===== src/rtl/bcd_counter_ctrl.sv =====
// bcd_counter_ctrl: run-control FSM, prescaler and cascaded BCD count register; `BCD_CTRL_SATURATE_EN selects hold-at-all-9s
module bcd_counter_ctrl #(
  parameter int NUM_DIGITS = 4,
  parameter int PRESCALE   = 10,
  parameter int PRESCALE_W = 4
) (
  input  logic                    CLK,
  input  logic                    reset,
  input  logic                    start,
  input  logic                    stop,
  input  logic                    clear,
  input  logic                    load,
  input  logic [4*NUM_DIGITS-1:0] load_val,
  output logic [4*NUM_DIGITS-1:0] count,
  output logic [1:0]              state,
  output logic                    running,
  output logic                    tc,
  output logic                    load_err
);
  localparam logic [1:0] IDLE  = 2'b00;
  localparam logic [1:0] RUN   = 2'b01;
  localparam logic [1:0] PAUSE = 2'b10;
  localparam logic [1:0] DONE  = 2'b11;
  localparam int W = 4*NUM_DIGITS;
  logic [PRESCALE_W-1:0] pre;
  logic [W-1:0] inc, lv, wrap;
  logic all9, bad, tick, done_hit;
  logic [1:0] nxt;
  assign running = state == RUN;
  assign tick = running && pre == PRESCALE_W'(PRESCALE - 1);
  // carry ripples through every digit in one evaluation
  always_comb begin : incr
    logic c;
    c = 1'b1;
    all9 = 1'b1;
    inc = count;
    for (int i = 0; i < NUM_DIGITS; i++) begin
      inc[4*i +: 4] = c ? (count[4*i +: 4] == 4'd9 ? 4'd0 : count[4*i +: 4] + 4'd1) : count[4*i +: 4];
      c = c && count[4*i +: 4] == 4'd9;
      all9 = all9 && count[4*i +: 4] == 4'd9;
    end
  end
  always_comb begin
    bad = 1'b0;
    lv = load_val;
    for (int i = 0; i < NUM_DIGITS; i++) begin
      lv[4*i +: 4] = load_val[4*i +: 4] > 4'd9 ? 4'd0 : load_val[4*i +: 4];
      bad = bad || load_val[4*i +: 4] > 4'd9;
    end
  end
`ifdef BCD_CTRL_SATURATE_EN
  assign wrap = count;
  assign done_hit = tick && all9;
`else
  assign wrap = '0;
  assign done_hit = 1'b0;
`endif
  always_comb
    nxt = (state == RUN)   ? (done_hit ? DONE : stop ? PAUSE : RUN) :
          (state == IDLE)  ? (start ? RUN : IDLE) :
          (state == PAUSE) ? (start && !stop ? RUN : PAUSE) : DONE;
  always_ff @(posedge CLK) begin
    if (reset) begin
      count <= '0;
      pre <= '0;
      state <= IDLE;
      tc <= 1'b0;
      load_err <= 1'b0;
    end else begin
      tc <= 1'b0;
      load_err <= 1'b0;
      if (clear) begin
        count <= '0;
        pre <= '0;
        state <= IDLE;
      end else if (load && (state == IDLE || state == PAUSE)) begin
        count <= lv;
        pre <= '0;
        load_err <= bad;
      end else begin
        if (tick) begin
          count <= all9 ? wrap : inc;
          tc <= all9;
        end
        if (running) pre <= tick ? '0 : pre + 1'b1;
        state <= nxt;
      end
    end
  end
endmodule

===== config.mk =====
export PLATFORM = sky130hd
export DESIGN_NAME = bcd_counter_ctrl
export DESIGN_NICKNAME = d
export VERILOG_FILES = /design/src/rtl/bcd_counter_ctrl.sv
export SDC_FILE = /design/constraint.sdc
export NUM_CORES = 1
export LEC_CHECK = 0
export ABC_AREA = 0
export BUFFER_PORTS_ARGS = -buffer_cell sky130_fd_sc_hd__buf_2
export CORE_ASPECT_RATIO = 1.25
export CORE_UTILIZATION = 52
export CTS_CLUSTER_SIZE = 14
export DETAILED_ROUTE_END_ITERATION = 8
export GPL_TIMING_DRIVEN = 0
export PLACE_DENSITY_LB_ADDON = 0.12
export SLEW_MARGIN = 20
export SYNTH_ARGS = -nofsm -noshare
export SYNTH_HDL_FRONTEND = slang
export SYNTH_SLANG_ARGS = --single-unit

===== constraint.sdc =====
create_clock -name CLK -period 2.18 [get_ports CLK]
set_input_delay 0.109 -clock CLK [delete_from_list [all_inputs] [get_ports CLK]]
set_output_delay 0.109 -clock CLK [all_outputs]
set_load 0.005 [all_outputs]

Yosys cells after proc, flatten, opt, wreduce, memory -nomap -nowiden
Cells that the tools add are included.

Logic and storage cells: 70. Output and inout port bits: 21. Flip-flop bits (word level): 24.

Order comparisons: 4. Reductions and logical operators: 23. Muxes and demuxes: 21. Add/sub/neg operators: 5. Bitwise operators: 2. Eq/ne operators: 7.

Operators by type and width (number): $mux 16 (3); $mux 4 (12); $add 4x1->4 const B (5); $eq 4x4->1 const B (5); $gt 4x4->1 const B (4); $mux 2 (5); $reduce_bool 3->1 (3); $logic_and 1x1->1 (6); $reduce_and 2->1 (3); $reduce_or 3->1 (2); $logic_or 1x1->1 (4); $reduce_or 4->1 (1); $eq 2x1->1 const B (1); $eq 2x2->1 const B (1); $logic_not 2->1 (1); $not 1->1 (2); $reduce_bool 2->1 (1); $reduce_or 2->1 (1); $logic_not 1->1 (1); $mux 1 (1).

Depth between registers and ports, before layout
Gate-level depths: netlist (run 1).

Word-level depth: 7. Mapped depth: 7.

Least setup slack after synthesis (run 1)
OpenSTA, ideal clock, no wires.

Path type: reg-to-reg. From: register count[4]. To: register count[9]. Arrival: 1.480 ns. Stages on the path, launching flop included: 6. Clock period less this slack: 1.613 ns. Path buffers: 0. Library setup time: 0.133 ns. Setup slack: 0.567 ns. Path through: dfxtp_1 > ha_1 > nand3b_1 > o41ai_4 > o311a_1 > nor3_1.

Word-level cells in the longest chain between the ends: 7. Elaborated cells between the ends (all ways): 9. Those cells by class: 1 x eq/ne; 3 x mux; 5 x reduce/logical.

RTL lines: from (decl) (line 14) `output logic [4*NUM_DIGITS-1:0] count,`; from (signal assigned) (line 77) `count <= lv;`; from (signal assigned) (line 82) `count <= all9 ? wrap : inc;`; $eq 4x4->1 (*) (line 39, 40); $logic_and 1x1->1 (*) (line 39, 40); $logic_and 1x1->1 (2 in a row) (line 40) `all9 = all9 && count[4*i +: 4] == 4'd9;`; $mux 16 (line 82); $mux 16 (line 81) `if (tick) begin`; $mux 16 (line 76) `end else if (load && (state == IDLE || state == PAUSE)) begin`.

Every way passes the cells marked *; elsewhere a longest branch is shown, timed or not. The select of a mux whose other input is x is not followed. A chain may end at the register's enable or synchronous reset.

Final worst setup path (run 1)
From: register count[0]. To: register count[14].

Word-level cells in the longest chain between the ends: 7. Elaborated cells between the ends (all ways): 9. Those cells by class: 1 x eq/ne; 3 x mux; 5 x reduce/logical.

RTL lines (line): $eq 4x4->1 (*) (39, 40); $logic_and 1x1->1 (*) (2 in a row) (39, 40); $logic_and 1x1->1 (40); $mux 16 (82); $mux 16 (81); $mux 16 (76).

Marks and branches as above.

==> impl_metrics.tcl, run 1 <==
set metrics [dict create \
    cts_made_buffers 3 \
    antenna_cells 0 \
    max_freq_mhz 532 \
    tightest_slew_ns 0.590 \
    final_common_cell "buf_2" \
    clk_latency_ns 0.32 \
    critPathArrivalTime_ns 2.11 \
    crit_buf_inv 0 \
    grt_max_degree 13 \
    syn_to_final_growth_pct 18.1 \
    r2r_cells 5 \
    cts_tree "built" \
    syn_area_per_cell_um2 8.58 \
    gp_congestion 0.787 \
    start_kind "flop" \
    drt-initial-drc-count 90 \
    r2r_setup_slack_ns 0.30 \
    clockRootBuffer "clkbuf_4" \
    synth.distinct_cells 46 \
    clk_pin_slew_worst_paths_ns 0.14 \
    yosys_register_bits 24 \
    final_cell_mix "45 x buf_2, 24 x dfxtp_1, 18 x a21oi_1, 14 x nand2_1, 13 x nor2_1" \
    crit_slowest_cell "dfxtp_1" \
    drive_above_1_share_pct 25.1 \
    timing.rr.start "count[0]$_SDFFE_PP0P_" \
    die_h_um 63.8 \
    whs_path_depth 3 \
    drt_wl_total_um 4060 \
    fin_crit_ns 1.88 \
    fin_nets 265 \
    clockBufferDepth 2 \
    ant_nets 0 \
    syn_nets 217 \
    dp_hpwl_um 3100 \
    avgRoutedWirePerCell_um 15.2 \
    slowest_delay_ns 0.46 \
    crit_family "simple AND/OR/NAND/NOR gates" \
    hold_class "input port to flop" \
    hold_viol_final 0 \
    nFillCells 279 \
    firstDrtPassIters 6 \
    multi_input_area_um2 1050 \
    ys.flop_type "dfxtp_1" \
    antenna_found_initial 0 \
    rsz0062_at_grt "false" \
    cts_resized 0 \
    finalCritPeriodShare_pct 86.3 \
    vias_per_cell 6.07 \
    crit_chain "ha_1 > nand3b_4 > nor4_1 > nand3_1 > a32o_1" \
    postSynth.asyncResetShare_pct 0 \
    track_usage_pct 26.4 \
    status "complete, no violations" \
    regArea_um2 480 \
    setup_tns_ns 0 \
    cts.sinks 24 \
    irDropWorstVdd_v 0.000371 \
    power_density_nw_per_um2 428 \
    htree_num_levels 1 \
    grt_pass1_vias 1556 \
    core_um2 2920 \
    maxSlewViolCount 0 \
    yosys_warnings 0 \
    path_class "flop to flop" \
    pin_count 43 \
    route.detailed.drc 0 \
    synth_seq_area_share_pct 30.3 \
    grt-ovfl-total 0 \
    vias 1622 \
    cp.required_ns 2.40 \
    die_w_um 51.4 \
    num_rows 22 \
    cellLeakagePower_nw 0.853 \
    synth_area_um2 1590 \
    syn-instance-count 185 \
    initial_core_util_pct 54.4 \
    die_area_um2 3280 \
    finalSetupViolCount 0 \
    grt_pass1_wl_um 6700 \
    r2r_end "count[14]$_SDFFE_PP0P_" \
    fin_skew_ns 0.00396 \
    relSlewSlack_pct 60.7 \
    crit_fanout 6 \
    synth_edf_count 0 \
    min_to "count[12]$_SDFFE_PP0P_" \
    port_buffers 42 \
    cp-end-kind "flop" \
    hold_path.startpoint "load_val[12]" \
    maxCapViolations 0 \
    fin_util_pct 64.3 \
]
==> how the worst max path moves through the flow <==
stage               slack (ns)                     end                   from  depth (start not counted)
floorplan                 0.57   count[9]$_SDFFE_PP0P_  count[4]$_SDFFE_PP0P_                          5
global placement          0.40  count[14]$_SDFFE_PP0P_  count[4]$_SDFFE_PP0P_                          5
detailed placement        0.34  count[14]$_SDFFE_PP0P_  count[0]$_SDFFE_PP0P_                          5
CTS                       0.31  count[14]$_SDFFE_PP0P_  count[0]$_SDFFE_PP0P_                          5
global route              0.21  count[13]$_SDFFE_PP0P_  count[8]$_SDFFE_PP0P_                          5
finish                    0.30  count[14]$_SDFFE_PP0P_  count[0]$_SDFFE_PP0P_                          5
==> cell usage after synthesis (all sizes together), types with 6 or more instances <==
library cell,count,share of area [%]
inv,8,1.9
ha,10,7.9
a31oi,6,2.4
o21ai,10,3.2
dfxtp,24,30
nor3,6,2.6
nand3,6,1.9
nand2,14,3.3
nand3b,8,5.4
nor2,13,3.1
a21oi,18,5.7
==> timing repair <==
action | 4_1_cts | 5_1_grt
buffers inserted | 0 | 0
hold buffers | 1 | 0
hold endpoints to repair | 1 | 0
==> report_power, final <==
group          total, mW  switching (mW)  leakage [nW]  internal [mW]
logic              0.134          0.0752         0.644         0.0591
clock network      0.203           0.139        0.0138         0.0647
registers          0.464          0.0152         0.195          0.449
total              0.802           0.229         0.853          0.573
==> per-stage QoR <==
stage | instances | total power, mW | setup slack (ns) | cell area (um^2) | hold slack [ns]
floorplan | 185 | 0.547 | 0.567 | 1590 | 0.205
global placement | 263 | 0.599 | 0.399 | 1840 | 0.321
detailed placement | 263 | 0.606 | 0.342 | 1840 | 0.347
CTS | 267 | 0.808 | 0.314 | 1880 | 0.0267
global route | 267 | 0.839 | 0.206 | 1880 | 0.0395
finish | 267 | 0.802 | 0.300 | 1880 | 0.0464
==> layout make-up <==
| type | instances | share of cell area [%] |
|---|---|---|
| plain buffers | 6 | 1.60 |
| clock buffers | 3 | 1.20 |
| inverters | 8 | 1.60 |
| multi-input cells | 147 | 55.8 |
| flip-flops and latches | 24 | 25.6 |
| well taps | 36 | 2.40 |
| repair buffers | 43 | 11.7 |
==> kinds of logic (layout without fill, tap and decap cells) <==
| logic type | after synthesis | after routing | share of synthesized area [%] |
|---|---|---|---|
| xor gates and xnor gates | 1 | 1 | 0.552 |
| AOI/OAI and AO/OA | 52 | 52 | 22.4 |
| adders and majority gates | 10 | 10 | 7.88 |
| muxes | 5 | 5 | 3.15 |
| DFF | 24 | 24 | 30.3 |
| and+or+nand+nor | 79 | 79 | 32.0 |
| buffers and inverters | 14 | 60 | 3.78 |
==> layer usage <==
metal	part of all wire, %	wire (um)	global-route usage (%)	vias to the layer above
met5	0	0	0	-
met3	4.9	197	2.86	4
li1	-	-	-	798
met4	0.84	34	10.5	0
met2	50	2050	45.8	55
met1	44	1780	32.4	765
==> worst reg2reg max path, stage by stage (launching register included) <==
cell and delay (ns):
dfxtp_1 0.46, ha_1 0.31, nand3b_4 0.14, nor4_1 0.46, nand3_1 0.13, a32o_1 0.28
==> state kept, by name, summed over array words and instances (netlist names) <==
| name | cells |
|---|---|
| state | 2 |
| count | 16 |
| pre | 4 |
| tc | 1 |
| load_err | 1 |
No activity file was read; power rests on OpenSTA's default activity.
==> run 2, diff against run 1 <==
- BUFFER_PORTS_ARGS: -buffer_cell sky130_fd_sc_hd__buf_2 -> -buffer_cell sky130_fd_sc_hd__buf_4
==> run 2 against run 1 <==
  * Highest routed layer unchanged
  * Global-route usage fell by 0.058 points
  * Core utilization increased by 4.4 points
  * Via count rose by 1.7%
  * Clock skew is 0.00050 ns lower
  * Die area did not move
==> impl_metrics.tcl, run 2 (synthesized netlist as in run 1, its figures left out) <==
set metrics [dict create \
    status "complete, no violations" \
    power_density_nw_per_um2 431 \
    die_w_um 51.4 \
    fin_skew_ns 0.00346 \
    initial_core_util_pct 54.4 \
    die_h_um 63.8 \
    irDropWorstVdd_v 0.000244 \
    grt-ovfl-total 0 \
    worst_slack_ns 0.274 \
    ant_nets 0 \
    antenna_cells 0 \
    largest_register_ffs 16 \
    maxCapViolations 0 \
    crit_family "simple AND/OR/NAND/NOR gates" \
    design_area_um2 2000 \
    cp-end-kind "flop" \
    wl_met1_um 1820 \
    whs_path_depth 3 \
    vias_per_cell 6.13 \
    cts_setup_buffers 0 \
    dp_hpwl_um 3150 \
    critPathArrivalTime_ns 2.14 \
    top_register "count" \
    tightest_slew_ns 0.570 \
    grt_pass1_vias 1531 \
    final_common_cell "buf_4" \
    clkPwrFrac_pct 28.6 \
    crit_buf_inv 0 \
    grt_max_degree 14 \
    maxSlewViolCount 0 \
    setup_tns_ns 0 \
    cp.required_ns 2.41 \
    drt_wl_total_um 4160 \
    clk_pin_slew_worst_paths_ns 0.14 \
    clk_latency_ns 0.32 \
    p_switching_mw 0.236 \
    num_rows 22 \
    path_class "flop to flop" \
    crit_chain "ha_1 > nand3b_1 > nor4_1 > nand3_1 > a32o_1" \
    internal_power_mw 0.628 \
    cts.sinks 24 \
    syn_to_final_growth_pct 26.2 \
    hold_viol_final 0 \
    antenna_found_initial 0 \
    cts_made_buffers 3 \
    clockRootBuffer "clkbuf_4" \
    clockBufferDepth 2 \
    max_freq_mhz 525 \
    critical_path_cell_count 5 \
    firstDrtPassIters 5 \
    drt-initial-drc-count 56 \
    slowest_delay_ns 0.51 \
    top_layer_used "met4" \
    pin_count 43 \
    grt_pass1_wl_um 6690 \
    crit_fanout 6 \
    rsz0062_at_grt "false" \
    core_um2 2920 \
    start_kind "flop" \
    finalSetupViolCount 0 \
    hold_path.startpoint "load_val[2]" \
    crit_slowest_cell "nor4_1" \
    track_usage_pct 26.3 \
    met3_wirelength_um 160 \
    p_sw_share_pct 27.3 \
    die_area_um2 3280 \
    fin_nets 266 \
    gp_congestion 0.826 \
    largestRegisters "count (16), pre (4), state (2)" \
    port_buffers 42 \
    pre_cts_ws_ns 0.344 \
    seq_power_share_pct 53.9 \
    hold_class "input port to flop" \
    placed_area_um2 1950 \
    htree_num_levels 1 \
    route.detailed.drc 0 \
    timing.rr.start "count[4]$_SDFFE_PP0P_" \
    avgRoutedWirePerCell_um 15.5 \
    fin_crit_ns 1.91 \
    wl_met2_um 2100 \
    finalCritPeriodShare_pct 87.4 \
    final_cell_mix "43 x buf_4, 24 x dfxtp_1, 18 x a21oi_1, 14 x nand2_1, 13 x nor2_1" \
    cts_tree "built" \
    r2r_cells 5 \
    pwr-share-comb_pct 17.5 \
    critPathLaunch "count[4]$_SDFFE_PP0P_" \
    vias 1650 \
    drive_above_1_share_pct 25.3 \
    cellLeakagePower_nw 0.881 \
    relSlewSlack_pct 62.0 \
]
[run 2: cell type report]
type,instances,area [um^2]
buffer,6,30.0
sequential,24,480
inverter,8,30.0
tap,36,45.0
timing repair buffer,44,335
multi-input combinational,147,1050
fill,271,913
clock buffer,4,36.3
[run 2: stage by stage]
| step | utilization, % | cells | hold WS, ns | total power [mW] |
|---|---|---|---|---|
| after CTS | 68.7 | 269 | 0.0562 | 0.863 |
| after global placement | 66.8 | 263 | 0.311 | 0.616 |
| after floorplan | - | 185 | 0.205 | 0.547 |
| after detailed placement | 66.8 | 263 | 0.335 | 0.622 |
| after global routing | 68.7 | 269 | 0.0851 | 0.900 |
| final | 68.7 | 269 | 0.0598 | 0.864 |
[run 2: tightest hold or removal path, cell delays in order]
cell and delay (ns):
buf_4 0.12, inv_1 0.04, o32ai_1 0.07
[run 2: layer usage]
layer	vias up	global-route usage [%]
met5	-	0
met4	0	10.5
met3	8	2.86
met2	45	45.3
met1	794	32.6
li1	803	-
[run 2: power groups by stage]
stage	sequential, mW	combinational, mW	clock (mW)
2_1_floorplan	0.472	0.0748	0
3_3_place_gp	0.474	0.143	0
3_5_place_dp	0.475	0.147	0
4_1_cts	0.465	0.151	0.247
5_1_grt	0.467	0.166	0.266
6_report	0.465	0.151	0.247
[run 2: timing repair]
item                                    in CTS  in global routing
resized for setup                            0                  0
hold endpoints to repair                     2                  0
hold buffers                                 2                  0
endpoints found under the setup margin       0                  0
[run 2: worst paths after layout]
| kind | to | slack [ns] |
|---|---|---|
| worst min register to register | pre[2]$_SDFFE_PP0P_ | 0.56 |
| worst max-delay path | count[14]$_SDFFE_PP0P_ | 0.27 |
| worst max register to register | count[14]$_SDFFE_PP0P_ | 0.27 |
| worst min-delay path | count[2]$_SDFFE_PP0P_ | 0.06 |
==> run 3, diff against run 2 <==
- CORE_ASPECT_RATIO: 1.25 -> default
==> run 3 against run 2 <==
  * The flow now finishes with violations (DRC)
  * Register-to-register slack worse by 0.05 ns
  * Core utilization up 1.4 points
  * Combinational power about the same
  * Global-route usage up 0.23 points
  * Clock skew down 0.0016 ns
==> impl_metrics.tcl, run 3 (synthesized netlist as in run 1, its figures left out) <==
set metrics [dict create \
    antenna_found_initial 0 \
    r2r_setup_slack_ns 0.23 \
    cts_setup_buffers 0 \
    whs_path_depth 3 \
    drt_wl_total_um 4240 \
    placed_area_um2 1940 \
    antenna_cells 0 \
    start_kind "flop" \
    ant_nets 0 \
    hold_class "input port to flop" \
    maxCapViolations 0 \
    clk_latency_ns 0.32 \
    finalCritPeriodShare_pct 89.5 \
    final_common_cell "buf_4" \
    die_h_um 57.3 \
    critPathLaunch "count[8]$_SDFFE_PP0P_" \
    tightest_slew_ns 0.549 \
    largestRegisters "count (16), pre (4), state (2)" \
    drt-initial-drc-count 148 \
    r2r_cells 5 \
    port_buffers 42 \
    fin_crit_ns 1.95 \
    clockRootBuffer "clkbuf_4" \
    power_density_nw_per_um2 415 \
    max_freq_mhz 512 \
    cts_resized 0 \
    grt_max_degree 13 \
    critPathArrivalTime_ns 2.18 \
    grt_pass1_vias 1549 \
    gp_congestion 0.813 \
    track_usage_pct 26.6 \
    regArea_um2 480 \
    fin_total_pwr_mw 0.823 \
    dp_hpwl_um 3200 \
    pre_cts_ws_ns 0.286 \
    syn_to_final_growth_pct 25.0 \
    fin_skew_ns 0.00181 \
    core_um2 2830 \
    worst_slack_ns 0.228 \
    die_w_um 57.3 \
    dp_cells 258 \
    maxSlewViolCount 0 \
    route.detailed.drc 2 \
    firstDrtPassIters 6 \
    vias_per_cell 6.35 \
    relSlewSlack_pct 63.0 \
    hold_viol_final 0 \
    clk_pin_slew_worst_paths_ns 0.13 \
    cts_made_buffers 3 \
    vias 1671 \
    setup.worst_path.end "count[13]$_SDFFE_PP0P_" \
    initial_core_util_pct 56.1 \
    die_area_um2 3280 \
    pin_count 43 \
    final_cell_mix "43 x buf_4, 24 x dfxtp_1, 18 x a21oi_1, 14 x nand2_1, 13 x nor2_1" \
    final_cell_count_no_fill 263 \
    r2r_end "count[13]$_SDFFE_PP0P_" \
    cp-end-kind "flop" \
    path_class "flop to flop" \
    num_rows 19 \
    nFillCells 240 \
    grt_pass1_wl_um 6760 \
    avgRoutedWirePerCell_um 16.1 \
    cp.required_ns 2.41 \
    rsz0062_at_grt "false" \
    top_register "count" \
    cts.sinks 24 \
    htree_num_levels 1 \
    setup_tns_ns 0 \
    drive_above_1_share_pct 25.0 \
    status "finished, violations left" \
    fin_nets 266 \
    design_area_um2 1980 \
    crit_fanout 6 \
    largest_register_ffs 16 \
    grt-ovfl-total 0 \
    violations "DRC" \
    cts_tree "built" \
    timing.rr.start "count[8]$_SDFFE_PP0P_" \
    finalSetupViolCount 0 \
    clockBufferDepth 2 \
    multi_input_area_um2 1050 \
    cellLeakagePower_nw 0.874 \
    irDropWorstVdd_v 0.000340 \
]
-- run 3: changes by cell type in the layout (fill, tap and decap cells not counted), sizes merged --
cell	before	now
clkbuf	6	5
-- run 3: cell type report --
class                      count  share of cell area (%)
clock buffer                   3                    1.13
tap                           31                    1.95
inverter                       8                    1.51
buffer                         6                    1.51
multi-input combinational    147                    52.8
sequential                    24                    24.2
timing repair buffer          44                    16.9
-- run 3: timing repair --
action                                 4_1_cts  5_1_grt
setup endpoints to repair                    0        0
endpoints found under the hold margin        2        0
hold buffers                                 2        0
-- run 3: per-layer routing --
layer  wire length, um  share of wire, %  global-route usage (%)  vias to the layer above
li1                  -                 -                       -                      802
met1              1800                42                    32.9                      784
met2              2130                50                    44.2                       83
met3               288               6.8                    5.67                        2
met4                14              0.33                    12.2                        0
met5                 0                 0                       0                        -
-- run 3: where the power goes --
part	internal (mW)	switching (mW)	total [mW]
registers	0.449	0.0163	0.466
clock network	0.0648	0.139	0.204
logic	0.0763	0.0767	0.153
total	0.590	0.232	0.823
-- run 3: worst min-delay path by stage --
stage	startpoint	to
final	load_val[12]	count[12]$_SDFFE_PP0P_
after CTS	load_val[12]	count[12]$_SDFFE_PP0P_
after global placement	stop	state[0]$_SDFFE_PP0N_
after detailed placement	stop	state[0]$_SDFFE_PP0N_
after global routing	load_val[12]	count[12]$_SDFFE_PP0P_
after floorplan	stop	state[0]$_SDFFE_PP0N_
-- run 3: per-stage QoR --
| stage | utilization, % | hold slack (ns) |
|---|---|---|
| finish | 70.1 | 0.0411 |
| global route | 70.1 | 0.0348 |
| CTS | 70.1 | 0.0350 |
| detailed placement | 68.6 | 0.319 |
| global placement | 68.6 | 0.316 |
| floorplan | - | 0.205 |
-- run 3: worst max-delay path, cell delays in order, from the launching register on --
cell,delay (ns)
dfxtp_1,0.48
ha_1,0.24
and3b_1,0.31
nand4_1,0.31
a221o_1,0.43
o31ai_1,0.08
